**src/rtl/regfile_wb_arbiter_pkg.sv**
```systemverilog
// Shared widths and requester-id encoding for the register-file write-back path.
package regfile_wb_arbiter_pkg;

  localparam int unsigned ADDR_WIDTH = 5;
  localparam int unsigned DATA_WIDTH = 32;
  localparam int unsigned NUM_REGS   = 2 ** ADDR_WIDTH;

  typedef enum logic {
    REQ_A = 1'b0,
    REQ_M = 1'b1
  } req_id_e;

endpackage

```
**src/rtl/regfile_wb_arbiter_wb_scoreboard.sv**
```systemverilog
// Pending-write scoreboard: one bit per register, set on issue, cleared on commit.
module wb_scoreboard #(
  parameter int unsigned ADDR_WIDTH = 5,
  parameter int unsigned NUM_REGS   = 32
) (
  input  logic                  clock,
  input  logic                  reset,
  input  logic                  issue_valid,
  input  logic [ADDR_WIDTH-1:0] issue_rd,
  input  logic                  clr_valid,
  input  logic [ADDR_WIDTH-1:0] clr_addr,
  output logic [NUM_REGS-1:0]   pending
);

  logic [NUM_REGS-1:0] pending_q, pending_d;
  logic [NUM_REGS-1:0] set_vec, clr_vec;

  always_comb begin
    set_vec = '0;
    clr_vec = '0;
    for (int i = 1; i < int'(NUM_REGS); i++) begin
      set_vec[i] = issue_valid && (issue_rd == ADDR_WIDTH'(i));
      clr_vec[i] = clr_valid && (clr_addr == ADDR_WIDTH'(i));
    end
    // A newer issue to the same register outranks the commit of the older write.
    pending_d    = (pending_q & ~clr_vec) | set_vec;
    pending_d[0] = 1'b0;
  end

  always_ff @(posedge clock) begin
    if (reset) begin
      pending_q <= '0;
    end else begin
      pending_q <= pending_d;
    end
  end

  assign pending = pending_q;

endmodule

```
**src/rtl/regfile_wb_arbiter.sv**
```systemverilog
// Round-robin arbiter between ALU and load write-back, with a registered
// register-file write stage and a pending-write scoreboard.
module regfile_wb_arbiter #(
  parameter int unsigned DATA_WIDTH = 32,
  parameter int unsigned ADDR_WIDTH = 5,
  parameter int unsigned NUM_REGS   = 32
) (
  input  logic                  clock,
  input  logic                  reset,
  input  logic                  a_valid,
  output logic                  a_ready,
  input  logic [ADDR_WIDTH-1:0] a_rd,
  input  logic [DATA_WIDTH-1:0] a_data,
  input  logic                  m_valid,
  output logic                  m_ready,
  input  logic [ADDR_WIDTH-1:0] m_rd,
  input  logic [DATA_WIDTH-1:0] m_data,
  input  logic                  wb_stall,
  input  logic                  issue_valid,
  input  logic [ADDR_WIDTH-1:0] issue_rd,
  output logic [NUM_REGS-1:0]   pending,
  output logic                  rf_we,
  output logic [ADDR_WIDTH-1:0] rf_waddr,
  output logic [DATA_WIDTH-1:0] rf_wdata
);

  import regfile_wb_arbiter_pkg::*;

  logic                  last_m_q, last_m_d;
  logic                  rf_we_q, rf_we_d;
  logic [ADDR_WIDTH-1:0] rf_waddr_q, rf_waddr_d;
  logic [DATA_WIDTH-1:0] rf_wdata_q, rf_wdata_d;
  logic                  grant_a, grant_m;
  req_id_e               winner;

  // On contention the side that did not win last time goes first.
  assign grant_a = !wb_stall && a_valid && (!m_valid || last_m_q);
  assign grant_m = !wb_stall && m_valid && (!a_valid || !last_m_q);
  assign winner  = grant_m ? REQ_M : REQ_A;

  assign a_ready = grant_a;
  assign m_ready = grant_m;

  always_comb begin
    last_m_d   = last_m_q;
    rf_we_d    = 1'b0;
    rf_waddr_d = rf_waddr_q;
    rf_wdata_d = rf_wdata_q;
    if (grant_a || grant_m) begin
      last_m_d = (winner == REQ_M);
      if (winner == REQ_M) begin
        rf_waddr_d = m_rd;
        rf_wdata_d = m_data;
      end else begin
        rf_waddr_d = a_rd;
        rf_wdata_d = a_data;
      end
      // Writes to register 0 complete the handshake but are dropped here.
      rf_we_d = (rf_waddr_d != '0);
    end
  end

  always_ff @(posedge clock) begin
    if (reset) begin
      last_m_q   <= 1'b1;
      rf_we_q    <= 1'b0;
      rf_waddr_q <= '0;
      rf_wdata_q <= '0;
    end else begin
      last_m_q   <= last_m_d;
      rf_we_q    <= rf_we_d;
      rf_waddr_q <= rf_waddr_d;
      rf_wdata_q <= rf_wdata_d;
    end
  end

  assign rf_we    = rf_we_q;
  assign rf_waddr = rf_waddr_q;
  assign rf_wdata = rf_wdata_q;

  wb_scoreboard #(
    .ADDR_WIDTH (ADDR_WIDTH),
    .NUM_REGS   (NUM_REGS)
  ) u_scoreboard (
    .clock       (clock),
    .reset       (reset),
    .issue_valid (issue_valid),
    .issue_rd    (issue_rd),
    .clr_valid   (rf_we_q),
    .clr_addr    (rf_waddr_q),
    .pending     (pending)
  );

endmodule

```
**config.mk**
```make
export PLATFORM = sky130hd
export DESIGN_NAME = regfile_wb_arbiter
export DESIGN_NICKNAME = d
export VERILOG_FILES = /design/src/rtl/regfile_wb_arbiter_pkg.sv /design/src/rtl/regfile_wb_arbiter_wb_scoreboard.sv /design/src/rtl/regfile_wb_arbiter.sv
export SDC_FILE = /design/constraint.sdc
export NUM_CORES = 1
export LEC_CHECK = 0
export ABC_CLOCK_PERIOD_IN_PS = 3500
export CAP_MARGIN = 30
export CORE_MARGIN = 5
export CORE_UTILIZATION = 30
export DETAILED_ROUTE_END_ITERATION = 10
export PLACE_DENSITY = 0.62
export SKIP_CTS_REPAIR_TIMING = 1
export SLEW_MARGIN = 20
export SYNTH_ARGS = -nofsm -noshare
export SYNTH_HDL_FRONTEND = slang
export SYNTH_HIERARCHICAL = 1
export SYNTH_SLANG_ARGS = --single-unit
```
**constraint.sdc**
```tcl
create_clock -name clock -period 3.5 [get_ports clock]
set_input_delay 0.7 -clock clock [delete_from_list [all_inputs] [get_ports clock]]
set_output_delay 0.7 -clock clock [all_outputs]
set_load 0.01 [all_outputs]
```
==> results.py, run 1 <==
metrics = {
    "yosys": {
        "synth_cell_type_count": 36,
        "synth-edff-count": 0,
        "synthCells": 368,
        "synth_ff_type": "dfxtp_1",
        "syn_nets": 453,
        "synth.yosys.seq_area_share": 0.424,
        "ys_ff_latch": 70,
        "netlist_area_sq_mm": 0.00330,
        "synth.area.top_cells": "dfxtp_1, nor3_1, o21bai_1",
        "synth-async-reset-ratio": 0,
        "synth_top_area_share": 0.424,
        "syn_avg_cell_area_sq_um": 8.97,
        "yosysWarnings": 6,
        "synth_top_area_cell": "dfxtp_1",
    },
    "cts": {
        "clk_pin_slew_worst_paths_ns": 0.07,
        "max-clock-path-buffers": 2,
        "cts_made_buffers": 9,
        "cts_tree": "yes",
        "cts.sink_count": 70,
        "cts_max_level": 3,
        "root_buffer": "clkbuf_8",
        "insertion_delay_ns": 0.33,
    },
    "layout": {
        "final_cells": 653,
        "area_delta_synth_final_pct": 56.3,
        "drive_gt1_frac": 0.0799,
        "final_cell_mix": "clkdlybuf4s50_1, nor3_1, dfxtp_1",
        "diodes": 0,
        "final_common_cell": "clkdlybuf4s50_1",
        "final_nets": 593,
        "fillers": 1026,
    },
    "placed_design": {
        "post-dp-hpwl_um": 8120,
        "io_buffers": 155,
        "place_ws_ns": 0.580,
        "dp_cells": 636,
        "place.gp.congestion": 0.819,
    },
    "sta": {
        "final.setup.tns_ns": 0,
        "skew_ns": 0.00443,
        "period_share": 0.831,
        "rsz0062_at_grt": "false",
        "slew_viol_final": 0,
        "hold_viol_final": 0,
        "fmax_ghz": 0.344,
        "setup_viol": 0,
        "fin_ws_ns": 0.592,
        "period_minus_slack_ns": 2.91,
    },
    "die": {
        "start_util": 0.306,
        "dieArea_sq_mm": 0.0132,
        "dieWidth_um": 115,
        "rows": 38,
        "die_h_um": 115,
        "io_pins": 157,
        "core_sq_mm": 0.0108,
    },
    "min_path": {
        "holdPathEnd": "u_scoreboard/pending[12]$_SDFF_PP0_",
        "hp-start": "u_scoreboard/pending[12]$_SDFF_PP0_",
        "min_path_cells": 2,
        "min_path_type": "reg -> reg",
    },
    "drt": {
        "drt_first_pass_iters": 4,
        "wl_per_cell_um": 17.8,
        "ant_nets": 0,
        "vias": 3478,
        "wl_um": 11600,
        "dr.first_iter.drc_count": 176,
        "drc_errors": 0,
        "vias_per_cell": 5.33,
    },
    "worst_setup_path": {
        "cp_data_required_time_ns": 2.80,
        "timing.rr.end": "u_scoreboard/pending[1]$_SDFF_PP0_",
        "cp.arrival_ns": 2.21,
        "r2r_start": "rf_we$_SDFF_PP0_",
        "cp_max_fo": 4,
        "r2r_cells": 3,
        "worstSetupPathType": "in -> out",
        "startpoint_type": "primary input",
        "critPathCaptureType": "output pin",
        "rrSetupSlack_ns": 2.04,
    },
    "global_routing": {
        "antenna_found_initial": 0,
        "grt_max_degree": 40,
        "grt_pass1_vias": 3548,
        "grt_util_all_layers": 0.173,
        "grt_overflow": 0,
        "grt_first_pass_wirelength_um": 18600,
    },
    "power": {
        "finalPower_mw": 2.01,
        "powerDensity_mw_per_mm2": 390,
        "leakagePower_nw": 1.72,
        "ir_drop_mv": 0.261,
    },
    "flow_run": {
        "drv_cap": 0,
    },
    "status": {
        "outcome": "finished, final reports clean",
    },
}
layout make-up:
type	count	area (sq um)	share of cell area
multi-input combinational	259	1710	0.331
timing repair buffer	165	1630	0.316
sequential	70	1400	0.272
tap	140	175	0.0339
clock buffer	11	151	0.0293
clock inverter	5	81.3	0.0158
inverter	3	11.3	0.00218
state kept, by name (all words and copies together) (netlist names):
signal and cells:
rf_wdata 32, u_scoreboard/pending 31, rf_waddr 5, last_m_q 1
rf_we 1
critical path, cell delays in order:
cell	delay, ns
clkdlybuf4s50_1	0.47
and2_1	0.20
or2_1	0.22
inv_1	0.06
clkdlybuf4s50_1	0.55
routing by layer:
layer,vias up,share of wire,GRT usage
met2,138,0.48,0.286
met5,-,0,0
li1,1686,-,-
met1,1650,0.42,0.218
met3,4,0.089,0.0653
met4,0,0.0046,0.0321
per-stage QoR:
stage / hold slack [ns] / cell area, sq um / util
5_1_grt: 0.505 / 5160 / 0.478
3_5_place_dp: 0.474 / 4920 / 0.456
6_report: 0.484 / 5160 / 0.478
4_1_cts: 0.485 / 5150 / 0.477
3_3_place_gp: 0.461 / 4920 / 0.456
2_1_floorplan: 0.474 / 3300 / -
how the worst max path moves through the flow:
| stage | startpoint | end | slack [ns] | depth (start not counted) |
|---|---|---|---|---|
| after floorplan | wb_stall | m_ready | 1.32 | 5 |
| after global placement | a_valid | m_ready | 0.61 | 5 |
| after detailed placement | a_valid | m_ready | 0.58 | 5 |
| after CTS | a_valid | m_ready | 0.58 | 5 |
| after global routing | m_valid | m_ready | 0.52 | 5 |
| final | a_valid | m_ready | 0.59 | 5 |
logic make-up (layout without fill, tap and decap cells):
kind of cell / after synthesis / after routing / synth area share
AO/OA/AOI/OAI: 140 / 140 / 0.316
AND/OR/NAND/NOR: 118 / 118 / 0.201
flip-flops: 70 / 70 / 0.424
buffers and inverters: 39 / 184 / 0.0576
other: 1 / 1 / 0.00114
power breakdown:
group,switching [mW],internal (mW),total (mW)
sequential,0.0379,0.837,0.875
combinational,0.173,0.215,0.388
clock,0.308,0.441,0.749
synthesized netlist by cell type, types with 4 or more instances:
library cell  instances
nand4b_1              5
nor3_1               74
o21bai_1             37
nand2b_1              7
nand3_1               4
clkbuf_1             15
dfxtp_1              70
nor2_1                4
o211ai_1             21
o21ai_0              12
a211oi_2              9
o311ai_1              7
buf_2                13
nand2_1               5
a211oi_1             29
nand3b_1              6
o21ai_1              19
Power figures use the tool's default switching activity.
==> inputs of run 2 (changes only) <==
- ABC_CLOCK_PERIOD_IN_PS: 3500 -> 2720
- clock period: 3.5 -> 2.72 ns (I/O delays scaled with it)
==> results.py, run 2 (same netlist as run 1, synthesis figures left out) <==
metrics = {
    "status": {
        "outcome": "finished, final reports clean",
    },
    "power": {
        "ir_drop_mv": 0.196,
        "powerDensity_mw_per_mm2": 500,
        "finalPower_mw": 2.58,
        "leakagePower_nw": 1.72,
    },
    "sta": {
        "final.setup.tns_ns": 0,
        "period_share": 0.950,
        "period_minus_slack_ns": 2.58,
        "setup_viol": 0,
        "skew_ns": 0.00647,
        "tightest_slew_ns": 0.502,
        "fmax_ghz": 0.387,
        "rsz0062_at_grt": "false",
        "slew_headroom": 0.666,
        "hold_viol_final": 0,
        "slew_viol_final": 0,
    },
    "cts": {
        "clk_pin_slew_worst_paths_ns": 0.08,
        "root_buffer": "clkbuf_8",
        "max-clock-path-buffers": 2,
        "cts.sink_count": 70,
        "cts_max_level": 3,
        "cts_made_buffers": 9,
        "insertion_delay_ns": 0.36,
        "cts_tree": "yes",
    },
    "drt": {
        "drc_errors": 0,
        "dr.first_iter.drc_count": 197,
        "drt_first_pass_iters": 4,
        "wl_um": 11600,
        "vias": 3496,
        "wl_per_cell_um": 17.8,
        "vias_per_cell": 5.35,
        "ant_nets": 0,
    },
    "die": {
        "start_util": 0.306,
        "rows": 38,
        "dieArea_sq_mm": 0.0132,
        "die_h_um": 115,
        "io_pins": 157,
        "dieWidth_um": 115,
        "core_sq_mm": 0.0108,
    },
    "worst_setup_path": {
        "path_cells": "clkdlybuf4s50_1, and2_1, or2_1, inv_1, clkdlybuf4s50_1",
        "cp_common_cell": "clkdlybuf4s50_1",
        "r2r_start": "rf_we$_SDFF_PP0_",
        "startpoint_type": "primary input",
        "cp.buffers_inverters": 3,
        "critPathLaunch": "a_valid",
        "crit_path_max_incr_delay_ns": 0.55,
        "cp_data_required_time_ns": 2.18,
        "cp_max_fo": 4,
        "critPathCaptureType": "output pin",
        "worstSetupPathType": "in -> out",
        "path_delay_family": "buffers and inverters",
        "cp.arrival_ns": 2.04,
        "crit_slowest_cell": "clkdlybuf4s50_1",
    },
    "global_routing": {
        "grt_first_pass_wirelength_um": 18300,
        "grt_max_degree": 40,
        "grt_util_all_layers": 0.174,
        "grt_pass1_vias": 3536,
        "grt_overflow": 0,
        "antenna_found_initial": 0,
    },
    "flow_run": {
        "drv_cap": 0,
    },
    "layout": {
        "drive_gt1_frac": 0.0799,
        "largest_reg_flops": 32,
        "final_cell_mix": "clkdlybuf4s50_1, nor3_1, dfxtp_1",
        "final_util": 0.478,
        "final_nets": 593,
        "diodes": 0,
        "final_cells": 653,
        "final_common_cell": "clkdlybuf4s50_1",
        "area_delta_synth_final_pct": 56.3,
    },
    "min_path": {
        "hp-start": "u_scoreboard/pending[18]$_SDFF_PP0_",
        "min_path_type": "reg -> reg",
    },
    "placed_design": {
        "dp_cells": 637,
        "place.gp.congestion": 0.825,
        "post-dp-hpwl_um": 8110,
        "io_buffers": 155,
    },
}
[run 2: changes by cell type in the layout (fill, tap and decap cells not counted)]
cell / before / now
clkinv_4: 1 / 3
buf_6: 1 / 0
clkbuf_8: 11 / 9
buf_12: 0 / 1
[run 2: final timing paths]
path | depth (start not counted) | slack, ns | end
worst max-delay path | 5 | 0.14 | m_ready
worst max register to register | 3 | 1.28 | u_scoreboard/pending[2]$_SDFF_PP0_
worst min register to register | 2 | 0.48 | u_scoreboard/pending[18]$_SDFF_PP0_
worst min-delay path | 2 | 0.48 | u_scoreboard/pending[18]$_SDFF_PP0_
[run 2: area by class of cell]
class / count / area [sq um]
Tap cell: 140 / 175
Sequential cell: 70 / 1400
Fill cell: 1043 / 5630
Multi-Input combinational cell: 259 / 1710
Inverter: 3 / 11.3
Timing Repair Buffer: 165 / 1640
Clock buffer: 9 / 124
Clock inverter: 7 / 98.8
[run 2: metrics by stage]
step | area, sq um | hold slack, ns | setup slack [ns]
2_1_floorplan | 3300 | 0.474 | 0.854
5_1_grt | 5160 | 0.512 | 0.0886
3_5_place_dp | 4940 | 0.475 | 0.129
3_3_place_gp | 4940 | 0.460 | 0.137
6_report | 5160 | 0.484 | 0.137
4_1_cts | 5160 | 0.486 | 0.127
[run 2: worst reg2reg max path, stage by stage (launching register included)]
cell and delay (ns):
dfxtp_1 0.54, or4b_4 0.55, o211ai_2 0.15, o21ai_1 0.08
[run 2: power by group]
group / leakage [nW] / switching, mW / internal (mW) / total [mW]
clock: 0.109 / 0.432 / 0.519 / 0.951
combinational: 1.03 / 0.227 / 0.280 / 0.506
sequential: 0.573 / 0.0440 / 1.08 / 1.12
[run 2: routing by layer]
metal  GRT usage  routed length (um)  vias up
met5           0                   0        -
met4      0.0743                 248        0
met3      0.0563                1030       17
met2       0.283                5530      129
met1       0.211                4830     1658
li1            -                   -     1692
==> inputs of run 3 (changes only) <==
- ABC_CLOCK_PERIOD_IN_PS: 2720 -> 3100
- SKIP_LAST_GASP: unset -> 1
- SLEW_MARGIN: 20 -> unset
- clock period: 2.72 -> 3.1 ns (I/O delays scaled with it)
==> results.py, run 3 (same netlist as run 1, synthesis figures left out) <==
metrics = {
    "status": {
        "outcome": "finished, final reports clean",
    },
    "global_routing": {
        "grt_max_degree": 40,
        "grt_pass1_vias": 3452,
        "grt_overflow": 0,
        "antenna_found_initial": 0,
        "grt_first_pass_wirelength_um": 17900,
        "grt_util_all_layers": 0.167,
    },
    "placed_design": {
        "io_buffers": 155,
        "post-dp-hpwl_um": 8230,
        "dp_cells": 637,
        "place.gp.congestion": 0.824,
    },
    "die": {
        "dieArea_sq_mm": 0.0132,
        "dieWidth_um": 115,
        "die_h_um": 115,
        "start_util": 0.306,
        "rows": 38,
        "io_pins": 157,
        "core_sq_mm": 0.0108,
    },
    "layout": {
        "final_cells": 653,
        "diodes": 0,
        "final_nets": 593,
        "final_cell_mix": "clkdlybuf4s50_1, nor3_1, dfxtp_1",
        "final_common_cell": "clkdlybuf4s50_1",
        "drive_gt1_frac": 0.0799,
        "largest_reg_flops": 32,
        "fillers": 1059,
        "area_delta_synth_final_pct": 55.7,
    },
    "worst_setup_path": {
        "r2r_start": "rf_waddr[3]$_SDFFE_PP0P_",
        "crit_slowest_cell": "clkdlybuf4s50_1",
        "cp_common_cell": "clkdlybuf4s50_1",
        "r2r_cells": 3,
        "crit_path_max_incr_delay_ns": 0.54,
        "cp_data_required_time_ns": 2.48,
        "critPathLaunch": "a_valid",
        "worstSetupPathType": "in -> out",
        "critPathCaptureType": "output pin",
        "startpoint_type": "primary input",
        "cp_max_fo": 4,
        "cp.arrival_ns": 2.12,
        "timing.rr.end": "u_scoreboard/pending[8]$_SDFF_PP0_",
        "path_cells": "clkdlybuf4s50_1, and2_1, or2_1, inv_1, clkdlybuf4s50_1",
        "rrSetupSlack_ns": 1.62,
    },
    "sta": {
        "skew_ns": 0.0102,
        "hold_viol_final": 0,
        "period_share": 0.882,
        "fmax_ghz": 0.366,
        "slew_headroom": 0.479,
        "rsz0062_at_grt": "false",
        "final.setup.tns_ns": 0,
        "period_minus_slack_ns": 2.74,
        "slew_viol_final": 0,
        "setup_viol": 0,
        "tightest_slew_ns": 0.780,
    },
    "cts": {
        "cts_max_level": 3,
        "root_buffer": "clkbuf_8",
        "insertion_delay_ns": 0.34,
        "cts.sink_count": 70,
        "cts_tree": "yes",
        "cts_made_buffers": 9,
        "max-clock-path-buffers": 2,
        "clk_pin_slew_worst_paths_ns": 0.07,
    },
    "flow_run": {
        "drv_cap": 0,
    },
    "drt": {
        "wl_per_cell_um": 17.6,
        "vias_per_cell": 5.28,
        "ant_nets": 0,
        "drt_first_pass_iters": 4,
        "drc_errors": 0,
        "vias": 3446,
        "wl_um": 11500,
        "dr.first_iter.drc_count": 147,
    },
    "min_path": {
        "min_path_type": "reg -> reg",
        "holdPathEnd": "u_scoreboard/pending[12]$_SDFF_PP0_",
        "hp-start": "u_scoreboard/pending[12]$_SDFF_PP0_",
        "min_path_cells": 2,
    },
    "power": {
        "powerDensity_mw_per_mm2": 425,
        "ir_drop_mv": 0.233,
        "leakagePower_nw": 1.71,
    },
}
## run 3: changes by cell type in the layout (fill, tap and decap cells not counted), sizes merged
cell      change
clkinvlp      +1
bufinv        -1
clkbuf        +1
inv           +2
clkinv        -3
## run 3: through the flow
step | setup WS [ns] | util | hold WS, ns | power (mW) | instance area (sq um)
after CTS | 0.341 | 0.476 | 0.482 | 2.21 | 5140
after detailed placement | 0.339 | 0.457 | 0.471 | 1.45 | 4940
after floorplan | 1.08 | - | 0.474 | 1.19 | 3300
final | 0.365 | 0.476 | 0.480 | 2.19 | 5140
after global placement | 0.360 | 0.457 | 0.461 | 1.44 | 4940
after global routing | 0.279 | 0.476 | 0.511 | 2.29 | 5140
## run 3: worst max-delay path by stage
stage               endpoint  slack (ns)  cells past startpoint
detailed placement   m_ready        0.34                      5
global placement     a_ready        0.36                      5
floorplan            m_ready        1.08                      5
CTS                  m_ready        0.34                      5
global route         m_ready        0.28                      5
finish               m_ready        0.36                      5
## run 3: area by class of cell
type | instances | area, sq um | area share
Clock inverter | 6 | 67.6 | 0.0131
Tap cell | 140 | 175 | 0.0341
Sequential cell | 70 | 1400 | 0.273
Inverter | 3 | 11.3 | 0.00219
Timing Repair Buffer | 165 | 1640 | 0.319
Clock buffer | 10 | 138 | 0.0268
Multi-Input combinational cell | 259 | 1710 | 0.333
## run 3: critical path: cells and delay by family
family	cells	cell delay, ns
and+or+nand+nor	2	0.42
buffers and inverters	3	1.06
## run 3: routing by layer
metal / global-route usage / part of all wire / vias to the layer above
met4: 0.0477 / 0.0096 / 0
met2: 0.282 / 0.49 / 131
li1: - / - / 1691
met3: 0.0537 / 0.089 / 10
met5: 0 / 0 / -
met1: 0.206 / 0.41 / 1614
## run 3: power by group
part / internal, mW / switching, mW
logic: 0.245 / 0.195
registers: 0.945 / 0.0419
clock network: 0.398 / 0.362
